[src/rtl/ucie_rdi_sb_requester.sv]
// Link-layer end of the RDI sideband: serializes queued 64-bit messages into credit-gated
// 32-bit lp_cfg beats, and reassembles pl_cfg beats into 64-bit messages for the local agent.
module ucie_rdi_sb_requester #(
  parameter int TX_DEPTH = 4,
  parameter int RX_DEPTH = 4,
  parameter int CRD_MAX  = 8,
  localparam int CW      = $clog2(CRD_MAX + 1)
) (
  input  logic          clk,
  input  logic          rst,
  input  logic [63:0]   tx_msg,
  input  logic          tx_valid,
  output logic          tx_ready,
  output logic [31:0]   lp_cfg,
  output logic          lp_cfg_vld,
  input  logic          pl_cfg_crd,
  input  logic [31:0]   pl_cfg,
  input  logic          pl_cfg_vld,
  output logic          lp_cfg_crd,
  output logic [63:0]   rx_msg,
  output logic          rx_valid,
  input  logic          rx_ready,
  output logic [CW-1:0] crd_cnt,
  input  logic          err_clr,
  output logic          crd_err,
  output logic          rx_overflow
);
  localparam int TAW = $clog2(TX_DEPTH);
  localparam int RAW = $clog2(RX_DEPTH);
  localparam int PW  = $clog2(2 * RX_DEPTH + 1);
  localparam logic [TAW:0]  TX_FULL  = (TAW + 1)'(TX_DEPTH);
  localparam logic [RAW:0]  RX_FULL  = (RAW + 1)'(RX_DEPTH);
  localparam logic [CW-1:0] CRD_INIT = CW'(CRD_MAX);

  // Handshakes: a transfer happens on a cycle where valid && ready are both high;
  // ready never depends on valid, and valid/data hold until the transfer.

  // ---------------- TX message FIFO ----------------
  logic [63:0]    tx_mem [TX_DEPTH];
  logic [TAW-1:0] tx_wr, tx_rd;
  logic [TAW:0]   tx_cnt;
  logic [63:0]    tx_head;
  logic           tx_push, tx_pop;

  assign tx_ready = (tx_cnt != TX_FULL);
  assign tx_push  = tx_valid && tx_ready;
  assign tx_head  = tx_mem[tx_rd];

  always_ff @(posedge clk) begin
    if (tx_push) tx_mem[tx_wr] <= tx_msg;
  end

  always_ff @(posedge clk) begin
    if (rst) begin
      tx_wr  <= '0;
      tx_rd  <= '0;
      tx_cnt <= '0;
    end else begin
      if (tx_push) tx_wr <= tx_wr + 1'b1;
      if (tx_pop)  tx_rd <= tx_rd + 1'b1;
      tx_cnt <= tx_cnt + (TAW + 1)'(tx_push) - (TAW + 1)'(tx_pop);
    end
  end

  // ---------------- TX serializer FSM ----------------
  typedef enum logic [1:0] {IDLE, LO, HI} tx_state_t;
  tx_state_t   state_q, state_d;
  logic        launch, cfg_vld_d, crd_ok;
  logic [31:0] cfg_d;

  assign crd_ok = (crd_cnt >= CW'(2));

  always_comb begin
    state_d   = state_q;
    launch    = 1'b0;
    tx_pop    = 1'b0;
    cfg_d     = '0;
    cfg_vld_d = 1'b0;
    case (state_q)
      // HI has already popped its message, so the head here is the next one.
      IDLE, HI: begin
        if (tx_cnt != '0 && crd_ok) begin
          state_d   = LO;
          launch    = 1'b1;
          cfg_d     = tx_head[31:0];
          cfg_vld_d = 1'b1;
        end else begin
          state_d = IDLE;
        end
      end
      LO: begin
        state_d   = HI;
        tx_pop    = 1'b1;
        cfg_d     = tx_head[63:32];
        cfg_vld_d = 1'b1;
      end
      default: state_d = IDLE;
    endcase
  end

  always_ff @(posedge clk) begin
    if (rst) begin
      state_q    <= IDLE;
      lp_cfg     <= '0;
      lp_cfg_vld <= 1'b0;
    end else begin
      state_q    <= state_d;
      lp_cfg     <= cfg_d;
      lp_cfg_vld <= cfg_vld_d;
    end
  end

  // ---------------- TX credits ----------------
  logic [CW:0] crd_sum;
  logic        crd_over;

  always_comb begin
    crd_sum = {1'b0, crd_cnt} + (CW + 1)'(pl_cfg_crd);
    if (launch) crd_sum = crd_sum - (CW + 1)'(2);
    crd_over = (crd_sum > (CW + 1)'(CRD_MAX));
  end

  always_ff @(posedge clk) begin
    if (rst) begin
      crd_cnt <= CRD_INIT;
      crd_err <= 1'b0;
    end else begin
      crd_cnt <= crd_over ? CRD_INIT : crd_sum[CW-1:0];
      crd_err <= crd_over || (crd_err && !err_clr);
    end
  end

  // ---------------- RX reassembly and FIFO ----------------
  logic [63:0]    rx_mem [RX_DEPTH];
  logic [RAW-1:0] rx_wr, rx_rd;
  logic [RAW:0]   rx_cnt;
  logic           rx_phase, rx_odd, rx_push, rx_drop, rx_pop;
  logic [31:0]    rx_lo;

  assign rx_odd   = pl_cfg_vld && rx_phase;
  assign rx_push  = rx_odd && (rx_cnt != RX_FULL);
  assign rx_drop  = rx_odd && (rx_cnt == RX_FULL);
  assign rx_valid = (rx_cnt != '0);
  assign rx_pop   = rx_valid && rx_ready;
  assign rx_msg   = rx_valid ? rx_mem[rx_rd] : '0;

  always_ff @(posedge clk) begin
    if (rx_push) rx_mem[rx_wr] <= {pl_cfg, rx_lo};
  end

  always_ff @(posedge clk) begin
    if (rst) begin
      rx_phase    <= 1'b0;
      rx_lo       <= '0;
      rx_wr       <= '0;
      rx_rd       <= '0;
      rx_cnt      <= '0;
      rx_overflow <= 1'b0;
    end else begin
      if (pl_cfg_vld) rx_phase <= ~rx_phase;
      if (pl_cfg_vld && !rx_phase) rx_lo <= pl_cfg;
      if (rx_push) rx_wr <= rx_wr + 1'b1;
      if (rx_pop)  rx_rd <= rx_rd + 1'b1;
      rx_cnt      <= rx_cnt + (RAW + 1)'(rx_push) - (RAW + 1)'(rx_pop);
      rx_overflow <= rx_drop || (rx_overflow && !err_clr);
    end
  end

  // ---------------- RX credit return ----------------
  // Pops and drops both free two peer beats; pulses drain the pending count one per cycle.
  logic [PW-1:0] pend;
  logic [PW:0]   pend_avail;
  logic          crd_pulse_d;

  always_comb begin
    pend_avail  = {1'b0, pend} + (PW + 1)'({rx_pop, 1'b0}) + (PW + 1)'({rx_drop, 1'b0});
    crd_pulse_d = (pend_avail != '0);
  end

  always_ff @(posedge clk) begin
    if (rst) begin
      pend       <= '0;
      lp_cfg_crd <= 1'b0;
    end else begin
      pend       <= PW'(pend_avail - (PW + 1)'(crd_pulse_d));
      lp_cfg_crd <= crd_pulse_d;
    end
  end

endmodule

[config.mk]
export PLATFORM = sky130hd
export DESIGN_NAME = ucie_rdi_sb_requester
export DESIGN_NICKNAME = d
export VERILOG_FILES = /design/src/rtl/ucie_rdi_sb_requester.sv
export SDC_FILE = /design/constraint.sdc
export NUM_CORES = 1
export LEC_CHECK = 0
export BUFFER_PORTS_ARGS = -buffer_cell sky130_fd_sc_hd__buf_2
export CAP_MARGIN = 10
export CORE_ASPECT_RATIO = 1.75
export CORE_MARGIN = 2
export CORE_UTILIZATION = 53
export CTS_CLUSTER_SIZE = 12
export DETAILED_ROUTE_END_ITERATION = 8
export HOLD_SLACK_MARGIN = 0.03
export PLACE_DENSITY = 0.81
export REMOVE_ABC_BUFFERS = 1
export SYNTH_ARGS = -nofsm -noshare
export SYNTH_HDL_FRONTEND = slang
export SYNTH_SLANG_ARGS = --single-unit
[constraint.sdc]
create_clock -name clk -period 3.2 [get_ports clk]
set_input_delay 0.8 -clock clk [delete_from_list [all_inputs] [get_ports clk]]
set_output_delay 0.8 -clock clk [all_outputs]
set_load 0.02 [all_outputs]
Yosys cells after proc, flatten, opt, wreduce, memory -nomap -nowiden --
Memory sizes are Yosys's and may differ from the RTL's. A register that Yosys moved wholly into a read port is not among the register bits. Index checks and enable logic that the tools add are counted.
Operators by class: $add $sub $neg 13, $lt $le $gt $ge 2, equal/unequal tests 5, mux-type cells 18, bitwise logic cells 1, reduce and logical (&&, ||, !) cells 19
Operators with widths (number):
- 64-bit two-way mux | 1
- 32-bit one-hot mux with 2 select lines | 1
- 32-bit two-way mux | 1
- 1-bit logical AND | 9
- 2-bit by 1-bit adder with 2-bit output, second input constant | 4
- 1-bit two-way mux | 8
- 2-bit two-way mux | 4
- 3-bit by 1-bit adder with 3-bit output | 2
- 3-bit inequality test, second input constant | 2
- 3-bit nonzero test | 2
- 3-bit by 1-bit subtractor with 3-bit output | 2
- 4-bit by 1-bit adder with 5-bit output | 1
- 4-bit by 2-bit adder with 5-bit output | 1
- 5-bit by 2-bit adder with 5-bit output | 1
- 5-bit by 4-bit > comparator with 1-bit output, second input constant | 1
- 5-bit two-way mux | 1
- 5-bit nonzero test | 1
- 5-bit by 2-bit subtractor with 5-bit output, second input constant | 1
- 4-bit by 2-bit >= comparator with 1-bit output, second input constant | 1
- 2-bit one-hot mux with 2 select lines | 1
- 2-bit OR reduction | 2
- 4-bit by 1-bit subtractor with 4-bit output | 1
- 3-bit == test, second input constant | 1
- 2-bit by 1-bit == test with 1-bit output, second input constant | 1
- other kinds (6) | 8
Storage, ports and cells: flip-flop bits (word level) 93, memory bits (writable) 512, memories 2
Memories:
- rx_mem | depth 4, width 64, rd ports 1, clocked after Yosys merged registers in 1, wr ports 1, RTL line 134 | logic [63:0] rx_mem [RX_DEPTH];
- tx_mem | depth 4, width 64, rd ports 1, clocked after Yosys merged registers in 1, wr ports 1, RTL line 39 | logic [63:0] tx_mem [TX_DEPTH];

Depth between registers and ports, before layout --
depth in word-level cells 7, mapped depth 12, mapped depth without buffers 12

Least setup slack after synthesis --
OpenSTA, ideal clock, no wires.
path type input -> register, start point in pl_cfg_vld, end point mem rx_mem[1][0], enable pin, library setup time 0.429 ns, arrival 2.774 ns, slack -0.003 ns, cell stages on the path 3, path through nand2_1 -> a21oi_1 -> and2_1
On the way: longest elaborated chain between the ends 4
Ends and longest elaborated chain:
- start: declaration | RTL line 18 | input logic pl_cfg_vld,
- 1-bit logical AND | RTL line 140 | assign rx_odd = pl_cfg_vld && rx_phase;
- 1-bit logical AND | RTL line 141 | assign rx_push = rx_odd && (rx_cnt != RX_FULL);
- 1-bit two-way mux | RTL line 148 | if (rx_push) rx_mem[rx_wr] <= {pl_cfg, rx_lo};
- 1-bit two-way mux (not written as such) | RTL line 148
- end: declaration | RTL line 134
No other way between the ends.

==> results.txt <==
Crit path launch type -> register
Synth top area share -> 67.96%
Post-Synthesis Cells -> 1165
Fill cells -> 2926
Setup-failing EPs final -> 0
Via-per-instance ratio -> 5.672
YS warnings -> 0
Initial antenna violation count -> 2
Most frequent cell after synthesis -> edfxtp_1
WP data required -> 2400 ps
CP Cell Sequence -> buf_12 > mux4_2 > and2_1 > buf_2
HP Class -> primary input to register
Final slew viol count -> 0
Std cell rows -> 100
Multi-input gate area -> 5025 sq um
Slowest stage cell on the critical path -> dfxtp_2
Asr flop ratio synth -> 0%
PwrDens -> 819.4 nW/um^2
HPWL after DPL -> 27460 um
Worst vdd ir -> 738.5 uV
Final WL -> 44580 um
Die Height -> 277.3 um
Final Hold Fails -> 0
WP buf/inv -> 2
CTS resizes -> 0
RSZ-0062 raised after global routing -> false
DP Area -> 24600 sq um
Area Overhead vs Synth -> 16.11%
Clock Tree Buf Depth -> 3
Post-synth EDFFs -> 512
Final Wtd Congestion -> 0.7310
Worst Skew -> 13.44 ps
Post-DR wirelength/cell -> 22.04 um
Mean Syn Cell Area -> 19.42 sq um
Finished Cell Area -> 26270 sq um
Seq/Total Area, Yosys -> 76.54%
Vias -> 11480
# hold bufs at CTS -> 0
Area contributors post-synth -> edfxtp_1 (68%), mux4_2 (13%), dfxtp_1 (8.6%)
Most frequent cells after synthesis -> edfxtp_1 (512), mux4_2 (128), dfxtp_1 (97)
Crit Path Category -> register to output port
Utilization after layout -> 62.11%
First-pass GRT wire length -> 70150 um
Number of distinct library cells after synthesis -> 40
Total GRT Usage -> 20.51%
Port Buffers -> 208
Cell accounting for the most synthesized area -> edfxtp_1
Fmax achieved -> 326.6 MHz
Number of synthesized register bits -> 609
Initial Utilization -> 53.49%
Worst-path maximum fanout -> 39
GR Overflow Total -> 0
Die width -> 160.2 um
Worst Max-Slew Pin Slew -> 868.5 ps
Core footprint -> 42290 sq um
Critical Path AT -> 2260 ps
Clock Tree Root -> clkbuf_16
Min Tclk post-route -> 3062 ps
Post-route ant nets -> 0
Outcome -> finished, final reports clean
Worst-skew pair later-pin latency -> 570 ps
Hold_ws -> 444.3 ps
Synth Flop Type -> edfxtp_1
Critical Path Sink Type -> output port
Drt first pass iters -> 5
Cell type group with the largest total delay on the critical path -> flip-flops
Synthesized area -> 22620 sq um
Clock transition at path regs -> 60 ps
Register area -> 17330 sq um
Tcrit/Tclk final -> 95.68%
Num CTS Buffers -> 57
DRC errors left -> 0
Die ar. -> 44420 sq um
Layout cells sized above 1 -> 31.76%
First DRT Iteration DRCs -> 921
Leak -> 9.044 nW
Vias in the first global route -> 12500
Relative slew slack -> 42.10%
Pin count of the biggest net entering global routing -> 66
Crit-path max cell delay -> 640 ps
Final Net Count -> 1542
H-tree Lvls -> 2
Max cap viols -> 0
CTS tree -> yes
# IOs -> 209
CTS sink count -> 609
-- area by class of cell --
class	instances	area share (%)
Sequential cell	609	65.96
Multi-Input combinational cell	479	19.13
Clock buffer	100	6.083
Timing Repair Buffer	255	5.878
Tap cell	561	2.672
Inverter	15	0.2143
Clock inverter	3	0.05240
Antenna cell	1	0.009527
-- layer usage --
layer,vias to the layer above,share of wire (%),GRT usage [%]
li1,5060,-,-
met1,5869,37,24.23
met2,452,55,38.12
met3,92,5.7,3.439
met4,2,2.8,6.537
met5,-,0.029,0
-- what timing repair did --
item / in CTS / in global routing
hold endpoints to repair: 0 / 0
setup endpoints to repair: 2 / 0
setup buffers: 6 / 0
-- state kept, by name (all words and copies together) (netlist names), named ones only --
name	flops
rx_overflow	1
crd_err	1
lp_cfg	32
rx_mem	256
tx_rd	2
rx_lo	32
crd_cnt	4
lp_cfg_vld	1
state_q	2
rx_cnt	3
tx_cnt	3
rx_phase	1
tx_wr	2
tx_mem	256
pend	4
rx_rd	2
rx_wr	2
lp_cfg_crd	1
-- cells by family (layout without fill, tap and decap cells) --
kind of cell,Yosys count,after routing,share of synthesized area [%]
fa+ha+maj,22,22,1.316
xor+xnor,14,14,0.5420
other cells,0,1,0
compound gates,78,78,2.174
buf+inv,77,373,1.388
mux,132,132,12.92
flops,609,609,76.54
simple gates,233,233,5.116
-- per-stage QoR --
| step | instances | setup WS, ps | power (W) | TNS, ps |
|---|---|---|---|---|
| 2_1_floorplan | 1103 | -1201 | 0.01382 | -95520 |
| 3_3_place_gp | 1913 | 142.3 | 0.01554 | 0 |
| 3_5_place_dp | 1913 | 63.95 | 0.01568 | 0 |
| 4_1_cts | 2022 | 76.91 | 0.02177 | 0 |
| 5_1_grt | 2022 | 17.89 | 0.02246 | 0 |
| 6_report | 2023 | 138.4 | 0.02152 | 0 |
-- worst paths after layout --
| path | from | endpoint | slack (ps) | depth (start not counted) |
|---|---|---|---|---|
| worst max-delay path | register | rx_msg[1] | 140 | 4 |
| worst min-delay path | tx_msg[36] | tx_mem[0][36] | 440 | 1 |
| worst max register to register | rx_cnt[2] | pend[2] | 190 | 11 |
| worst min register to register | rx_lo[6] | rx_lo[6] | 490 | 2 |
-- placed cells by master (no fill, tap or decap), types with 2 or more instances in the layout --
cell and instances:
dfxtp_4 2, nor2_1 56, fa_1 3, buf_12 12
buf_4 35, nor3_1 4, dfxtp_1 93, dfxtp_2 2
clkbuf_16 57, o211a_1 2, clkinv_2 2, nand2b_1 2
nor2b_1 4, and3_2 5, xnor2_1 9, and2_4 3
buf_2 208, and2_1 66, inv_1 15, mux2i_1 4
nor3_4 2, o21ai_0 2, mux4_2 128, a21oi_1 37
edfxtp_1 512, ha_1 19, a21o_1 2, nor2b_4 2
nand2_1 76, xor2_1 5, clkbuf_1 42, nor3b_1 2
a22oi_1 32
-- power breakdown --
group / total (W) / internal [W] / switching [W]
Combinational: 0.00574 / 0.00255 / 0.00319
Clock: 0.00596 / 0.00334 / 0.00262
Sequential: 0.00982 / 0.00938 / 0.000442
Total: 0.0215 / 0.0153 / 0.00625
No activity file was read; power rests on OpenSTA's default activity.
